File: src/rtl/mod_enc_add_round_key.sv
// AES AddRoundKey stage: byte-serial XOR of a captured 128-bit state with a captured round key.
// Latency: ok rises 16 clocks after the start edge (one result byte per clock).
// Backpressure: starts only when reg163 is ready; holds ok/o until reg163 drops its ready flag.
module mod_enc_add_round_key #(
   parameter int N = 16
) (
   input  logic                clk,
   input  logic                resetn,        // active-high despite the name
   input  logic                startBit,
   input  logic                reg163_status,
   input  logic                reg162_status,
   input  logic                rd_comp,
   input  logic [N-1:0][7:0]   p,
   input  logic [127:0]        k,
   input  logic [3:0]          round,
   output logic [N-1:0][7:0]   o,
   output logic                ok
);

   localparam int CW = $clog2(N);

   typedef enum logic [1:0] {
      S_IDLE = 2'd0,
      S_RUN  = 2'd1,
      S_DONE = 2'd2
   } state_t;

   state_t              state_q, state_d;
   logic [CW-1:0]       cnt_q, cnt_d;
   logic [N-1:0][7:0]   o_q, o_d;
   logic                ok_q, ok_d;
   logic [N-1:0][7:0]   preg_q, preg_d;
   logic [N-1:0][7:0]   kreg_q, kreg_d;
   logic                start;
   logic                last_byte;

   // Round 0 takes its state straight from the plaintext, so reg162 need not be full.
   assign start     = startBit & rd_comp & reg163_status & ((round == 4'd0) | reg162_status);
   assign last_byte = (cnt_q == CW'(N - 1));

   // State register.
   always_ff @(posedge clk or posedge resetn) begin
      if (resetn) begin
         state_q <= S_IDLE;
      end else begin
         state_q <= state_d;
      end
   end

   // Next-state logic: once started, a block always runs to completion.
   always_comb begin
      state_d = state_q;
      case (state_q)
         S_IDLE:  if (start)          state_d = S_RUN;
         S_RUN:   if (last_byte)      state_d = S_DONE;
         S_DONE:  if (!reg163_status) state_d = S_IDLE;
         default:                     state_d = S_IDLE;
      endcase
   end

   // Datapath/output logic: operand capture on start, one XORed byte per RUN cycle.
   always_comb begin
      cnt_d  = cnt_q;
      o_d    = o_q;
      ok_d   = ok_q;
      preg_d = preg_q;
      kreg_d = kreg_q;
      case (state_q)
         S_IDLE: begin
            ok_d = 1'b0;
            if (start) begin
               preg_d = p;
               kreg_d = k;
               cnt_d  = '0;
               o_d    = '0;
            end
         end
         S_RUN: begin
            o_d[cnt_q] = preg_q[cnt_q] ^ kreg_q[cnt_q];
            cnt_d      = cnt_q + CW'(1);
            if (last_byte) begin
               ok_d = 1'b1;
            end
         end
         S_DONE: begin
            // ok drops on the same edge the FSM returns to IDLE; o keeps the last result.
            ok_d = reg163_status;
         end
         default: begin
            ok_d = 1'b0;
         end
      endcase
   end

   // Datapath registers; reset aborts any block in flight.
   always_ff @(posedge clk or posedge resetn) begin
      if (resetn) begin
         cnt_q  <= '0;
         o_q    <= '0;
         ok_q   <= 1'b0;
         preg_q <= '0;
         kreg_q <= '0;
      end else begin
         cnt_q  <= cnt_d;
         o_q    <= o_d;
         ok_q   <= ok_d;
         preg_q <= preg_d;
         kreg_q <= kreg_d;
      end
   end

   assign o  = o_q;
   assign ok = ok_q;

endmodule

File: config.mk
export PLATFORM = sky130hd
export DESIGN_NAME = mod_enc_add_round_key
export DESIGN_NICKNAME = d
export VERILOG_FILES = /design/src/rtl/mod_enc_add_round_key.sv
export SDC_FILE = /design/constraint.sdc
export NUM_CORES = 1
export LEC_CHECK = 0
export CAP_MARGIN = 25
export CORE_MARGIN = 10
export CORE_UTILIZATION = 50
export CTS_BUF_LIST = sky130_fd_sc_hd__clkbuf_4 sky130_fd_sc_hd__clkbuf_8 sky130_fd_sc_hd__clkbuf_16
export DETAILED_ROUTE_END_ITERATION = 7
export GPL_TIMING_DRIVEN = 0
export PLACE_DENSITY = 0.84
export SETUP_SLACK_MARGIN = 0.3
export SYNTH_ARGS = -nofsm -noshare
export SYNTH_HDL_FRONTEND = slang
export SYNTH_SLANG_ARGS = --single-unit
File: constraint.sdc
create_clock -name clk -period 43.7 [get_ports clk]
set_clock_uncertainty 0.1 [all_clocks]
set_input_delay 8.74 -clock clk [delete_from_list [all_inputs] [get_ports clk]]
set_output_delay 8.74 -clock clk [all_outputs]
set_load 0.01 [all_outputs]
# == After elaboration in Yosys (flattened, before gate mapping) ==
# Cells that the tools add are included.
# word_totals
inputBits,266
ram_bits,0
rom_bits,0
memories,0
regBits,391
latchBits,0
# classes
n_div,0
reduce_logical,7
eq_ne,6
n_addsub,1
n_mux,17
n_lt_le_gt_ge,2
mul,0
bitwise_logic,5
shift,0
# ops
op,n
128-bit case mux with 2 select lines,1
128-bit bitwise mux,1
128-bit 2-to-1 mux,1
8-bit binary-select mux with 4-bit select,2
8-bit demux with 4-bit select,1
8-bit 2-to-1 mux,3
4-bit case mux with 2 select lines,1
8-bit bitwise XOR,1
2-bit 2-to-1 mux,3
"2-bit != test, second input constant",3
2-bit case mux with 3 select lines,1
"4-bit by 5-bit < comparator with 1-bit output, second input constant",1
"4-bit by 1-bit adder with 4-bit output, second input constant",1
"4-bit equality test, second input constant",1
"4-bit by 1-bit greater-or-equal comparator with 1-bit output, second input constant",1
4-bit logical NOT,1
4-bit 2-to-1 mux,1
2-bit AND reduction,2
1-bit AND,3
3-bit AND reduction,1
"2-bit by 1-bit equality test with 1-bit output, second input constant",1
"2-bit equality test, second input constant",1
2-bit logical NOT,1
1-bit case mux with 2 select lines,1
4 further kinds,4

# == Logic depth before layout (Yosys ltp) ==
# depth
depth_word,6
ltp_mapped,9
depth_no_buf,6

# == Worst setup path before layout ==
# OpenSTA, ideal clock, no wires.
# synth_timing
kind,input -> register
from,input round[3]
to,register kreg_q[100] (netlist bit)
setup_ps,125
arrival_ps,10282
t_required_ps,43475
path_stages,6
setup_slack_ps,33193
path_buffers,3
path_cell_list,nor4_2 -> o21a_1 -> clkbuf_1 -> clkbuf_1 -> buf_2 -> mux2_2
# synth_between
elab_chain_len,4
# synth_rtl
item,line,rtl
from (decl),15,"input logic [3:0] round,"
4-bit logical NOT,38,assign start = startBit & rd_comp & reg163_status & ((round == 4'd0) | reg162_status);
1-bit bitwise OR,38,
1-bit AND,38,
2-bit AND reduction (no line),--,
to (signal assigned),108,kreg_q <= kreg_d;
to (decl),33,"logic [N-1:0][7:0] kreg_q, kreg_d;"
# No other way between the ends.
# A chain may end at the register's enable or synchronous reset.

# == Worst setup path after layout ==
# layout_timing
from,input round[3]
to,register kreg_q[66] (netlist bit)
# The elaborated chain is that of the path after synthesis.

==> results by group <==
Status
  • Outcome: complete, no violations

Layout
  • Nets@finish: 1764
  • Area Growth Syn to Fin: 34.86%
  • Layout cells sized above 1: a little under a third

Pwr
  • Flop pwr share: about 34%
  • Logic pwr share: 46.8%
  • Clock share of power: 19.1%
  • VDD IR-drop max: 0.03982 mV
  • PD cells: 79.51 mW/mm²
  • Internal power: between 1 and 1.5 mW
  • Overall Power: 1.829 mW
  • Sw frac: 37.72%
  • Switching component of the power: just under 0.7 mW
  • Leak pwr: around 9.7 nW

Setup path
  • CP startpoint kind: primary input
  • Critical Path, Cell by Cell: clkdlybuf4s50_1 > nor4_2 > o21a_1 > clkbuf_1 > clkbuf_1 > buf_2 > mux2_2
  • Setup Crit Path Kind: in2reg
  • CP max stage delay: 0.60 ns
  • Critical-path maximum fanout: 10
  • Crit path buffers/inverters: 4
  • Crit path arrival time: 11.50 ns
  • Crit end category: flip-flop
  • Worst path required time: ~44 ns
  • Slowest CP cell: nor4_2
  • Top cell by count, worst path: clkbuf_1
  • Worst path top cell family by delay: buffers and inverters

Timing
  • Setup_tns: 0 ns
  • Worst-margin pin slew: 0.9604 ns
  • Final worst path period share: 25.60%
  • Setup-failing EPs final: 0
  • RSZ-0062 raised after global routing: false
  • Max_slew headroom: 35.97%
  • F_max: 89.37 MHz
  • Hold Vio Cnt, Final: 0
  • Crit path time final: 11.19 ns
  • Max-slew violations: 0

Floorplanning
  • Io pins: 395
  • Row cnt: 67
  • Die ar.: 0.04191 mm²
  • Die height: approximately 200 µm
  • Width of the die: roughly 200 µm
  • Core box area: ~0.034 mm²
  • Initial Util: about half

GRT
  • Total grt overflow: 0
  • Initial antenna violation count: 9
  • Pin count of the biggest net entering global routing: ~120
  • Gr usage total: 24.86%
  • Vias in the first global route: between 10000 and 15000
  • First-pass GRT wire length: 78410 µm

Clocking
  • CTS Sinks: 391
  • CTS resizes: 0
  • Post-CTS setup buffer count: 0
  • Worst-Skew Late Latency: 0.53 ns
  • CTS tree: built
  • CTS Hold Bufs: 0
  • Clk slew on worst S/H paths: roughly 0.06 ns
  • CTS Buf Count: 41
  • CTS Buffer Depth: 3
  • CTS H-Tree Depth: 2
  • CTS root buf: clkbuf_16

Placed design
  • RePlAce Congestion: 0.9075
  • # port buffers: 394
  • Detail Placement HPWL: 39680 µm

Synthesis
  • Post-Syn Instances: 1051
  • Synth Cell Area: between 0.015 and 0.02 mm²
  • Area leader, netlist: dfrtp_1
  • Cell variety after synth: 43
  • Synth Flop Type: dfrtp_1
  • Yosys top cell area share: 57.35%
  • Async set or reset register ratio after synthesis: 100.0%
  • Post-synth EDFFs: 0
  • Net count after synthesis: 1324
  • Post-synthesis sequential area ratio: a little under three fifths
  • Area contributors post-synth: dfrtp_1, mux2_2, mux4_2
  • Synth warn: 0
  • Register bit total from synthesis: 391
  • Mapped Avg Cell Area: approximately 16 µm²

Routing
  • Vias/cell: slightly below 6
  • Final wirelength: 53020 µm
  • Post-DRT Antenna Nets: 0
  • Routed WL per cell: roughly 27 µm
  • Post-route DRC: 0
  • Via Count: 11488
  • Iter 0 DRT Violations: 760
  • Initial DRT Pass Iterations: 5

Run
  • Max Cap Violations: 0

Min path
  • Hold Crit Class: reg2reg
==> power by group through the flow <==
stage	Sequential, mW	Clock, mW	Combinational (mW)
final	0.623	0.350	0.857
after global routing	0.642	0.369	0.912
after CTS	0.622	0.355	0.865
after detailed placement	0.624	0	0.860
after global placement	0.616	0	0.839
after floorplan	0.614	0	0.520
==> synth_stat cells, drive strengths merged, types with 3 or more instances <==
master / count
mux2: 257
nand3b: 3
mux2i: 33
a21oi: 11
xor2: 16
nand3: 6
nand4b: 4
buf: 43
nand2: 11
a22o: 129
nand4: 4
mux4: 64
ha: 7
dfrtp: 391
o21ai: 23
inv: 7
clkbuf: 17
a211oi: 7
==> area by class of cell <==
class / count / area (µm²)
Antenna cell: 8 / 20.02
Buffer: 60 / 309.0
Clock buffer: 54 / 1161
Clock inverter: 13 / 171.4
Fill cell: 2257 / 10610
Inverter: 7 / 33.78
Multi-Input combinational cell: 593 / 6940
Sequential cell: 391 / 9784
Tap cell: 448 / 560.5
Timing Repair Buffer: 397 / 4026
==> kinds of logic (layout without fill, tap and decap cells) <==
group                      count (synthesis)  count (layout)  share of synthesized area (%)
buffers and inverters                     67             531                          1.965
xor gates and xnor gates                  16              16                          1.591
muxes                                    354             354                          28.45
adders and majority gates                  7               7                         0.5134
and+or+nand+nor                           35              35                          1.188
DFF                                      391             391                          57.35
other                                      0               8                              0
AOI/OAI and AO/OA                        181             181                          8.940
==> routing by layer <==
layer / part of all wire [%] / global-route usage [%] / wire length [µm] / up-vias
li1: - / - / - / 4915
met1: 38 / 30.87 / 20360 / 5952
met2: 50 / 41.67 / 26360 / 536
met3: 9.6 / 7.108 / 5094 / 79
met4: 2.2 / 6.929 / 1159 / 6
met5: 0.083 / 0 / 44 / -
==> cell usage in the layout, fill, tap and decap left out, types with 2 or more instances in the layout <==
cell type        netlist  routed
clkdlybuf4s50_1        0     394
buf_1                  3       3
clkbuf_16              0      41
nor2_1                 2       2
o21ai_1               16      16
mux4_2                64      64
xor2_2                15      15
mux2i_1               18      18
mux2_2               257     257
bufinv_16              0       4
o21ai_0                7       7
clkbuf_8               0       6
mux2i_4               15      15
nand4b_1               4       4
diode_2                0       8
ha_1                   7       7
a211o_1                2       2
a211oi_2               7       7
buf_6                  4       4
nand4_1                4       4
inv_1                  6       5
nand3b_1               3       3
clkinv_2               0       7
buf_16                 0       3
clkbuf_1              16      16
a21oi_1               10      10
nand2_1               11      11
buf_2                 33      33
a22o_1               129     129
nand3_1                6       6
buf_4                  3       3
clkbuf_4               0       7
dfrtp_1              391     391
==> state kept, by name, indices dropped and copies added (netlist names) <==
name     cells
ok           1
o          128
state_q      2
kreg_q     128
preg_q     128
cnt_q        4
==> worst register-to-register path: stages (launching register included) <==
cell	delay [ns]
dfrtp_1	0.36
buf_2	0.32
buf_1	0.76
mux4_2	0.42
mux2i_1	0.51
xor2_2	0.63
a22o_1	0.27
==> stage by stage <==
stage          area, µm²  instances  setup WS, ns  hold WS [ns]  utilization, %
4_1_cts            22990       1963         32.45        0.4001           68.38
6_report           23010       1971         32.51        0.3972           68.44
3_5_place_dp       21650       1896         31.89        0.3823           64.42
2_1_floorplan      17060       1051         23.99        0.3752               -
5_1_grt            22990       1966         32.40        0.4110           68.40
3_3_place_gp       21560       1893         19.88        0.3823           64.15
==> path summary, 6_finish.rpt <==
path,from,end,slack [ns],depth (start not counted)
min in group asynchronous,resetn,o[38],8.55,2
worst min-delay path,o[86],o[86],0.40,1
worst max register to register,cnt_q[3],o[59],40.27,6
worst min register to register,o[86],o[86],0.40,1
max in group asynchronous,resetn,kreg_q[101],33.03,5
worst max-delay path,round[3],kreg_q[66],32.51,7
(Power assumes the default switching activity.)
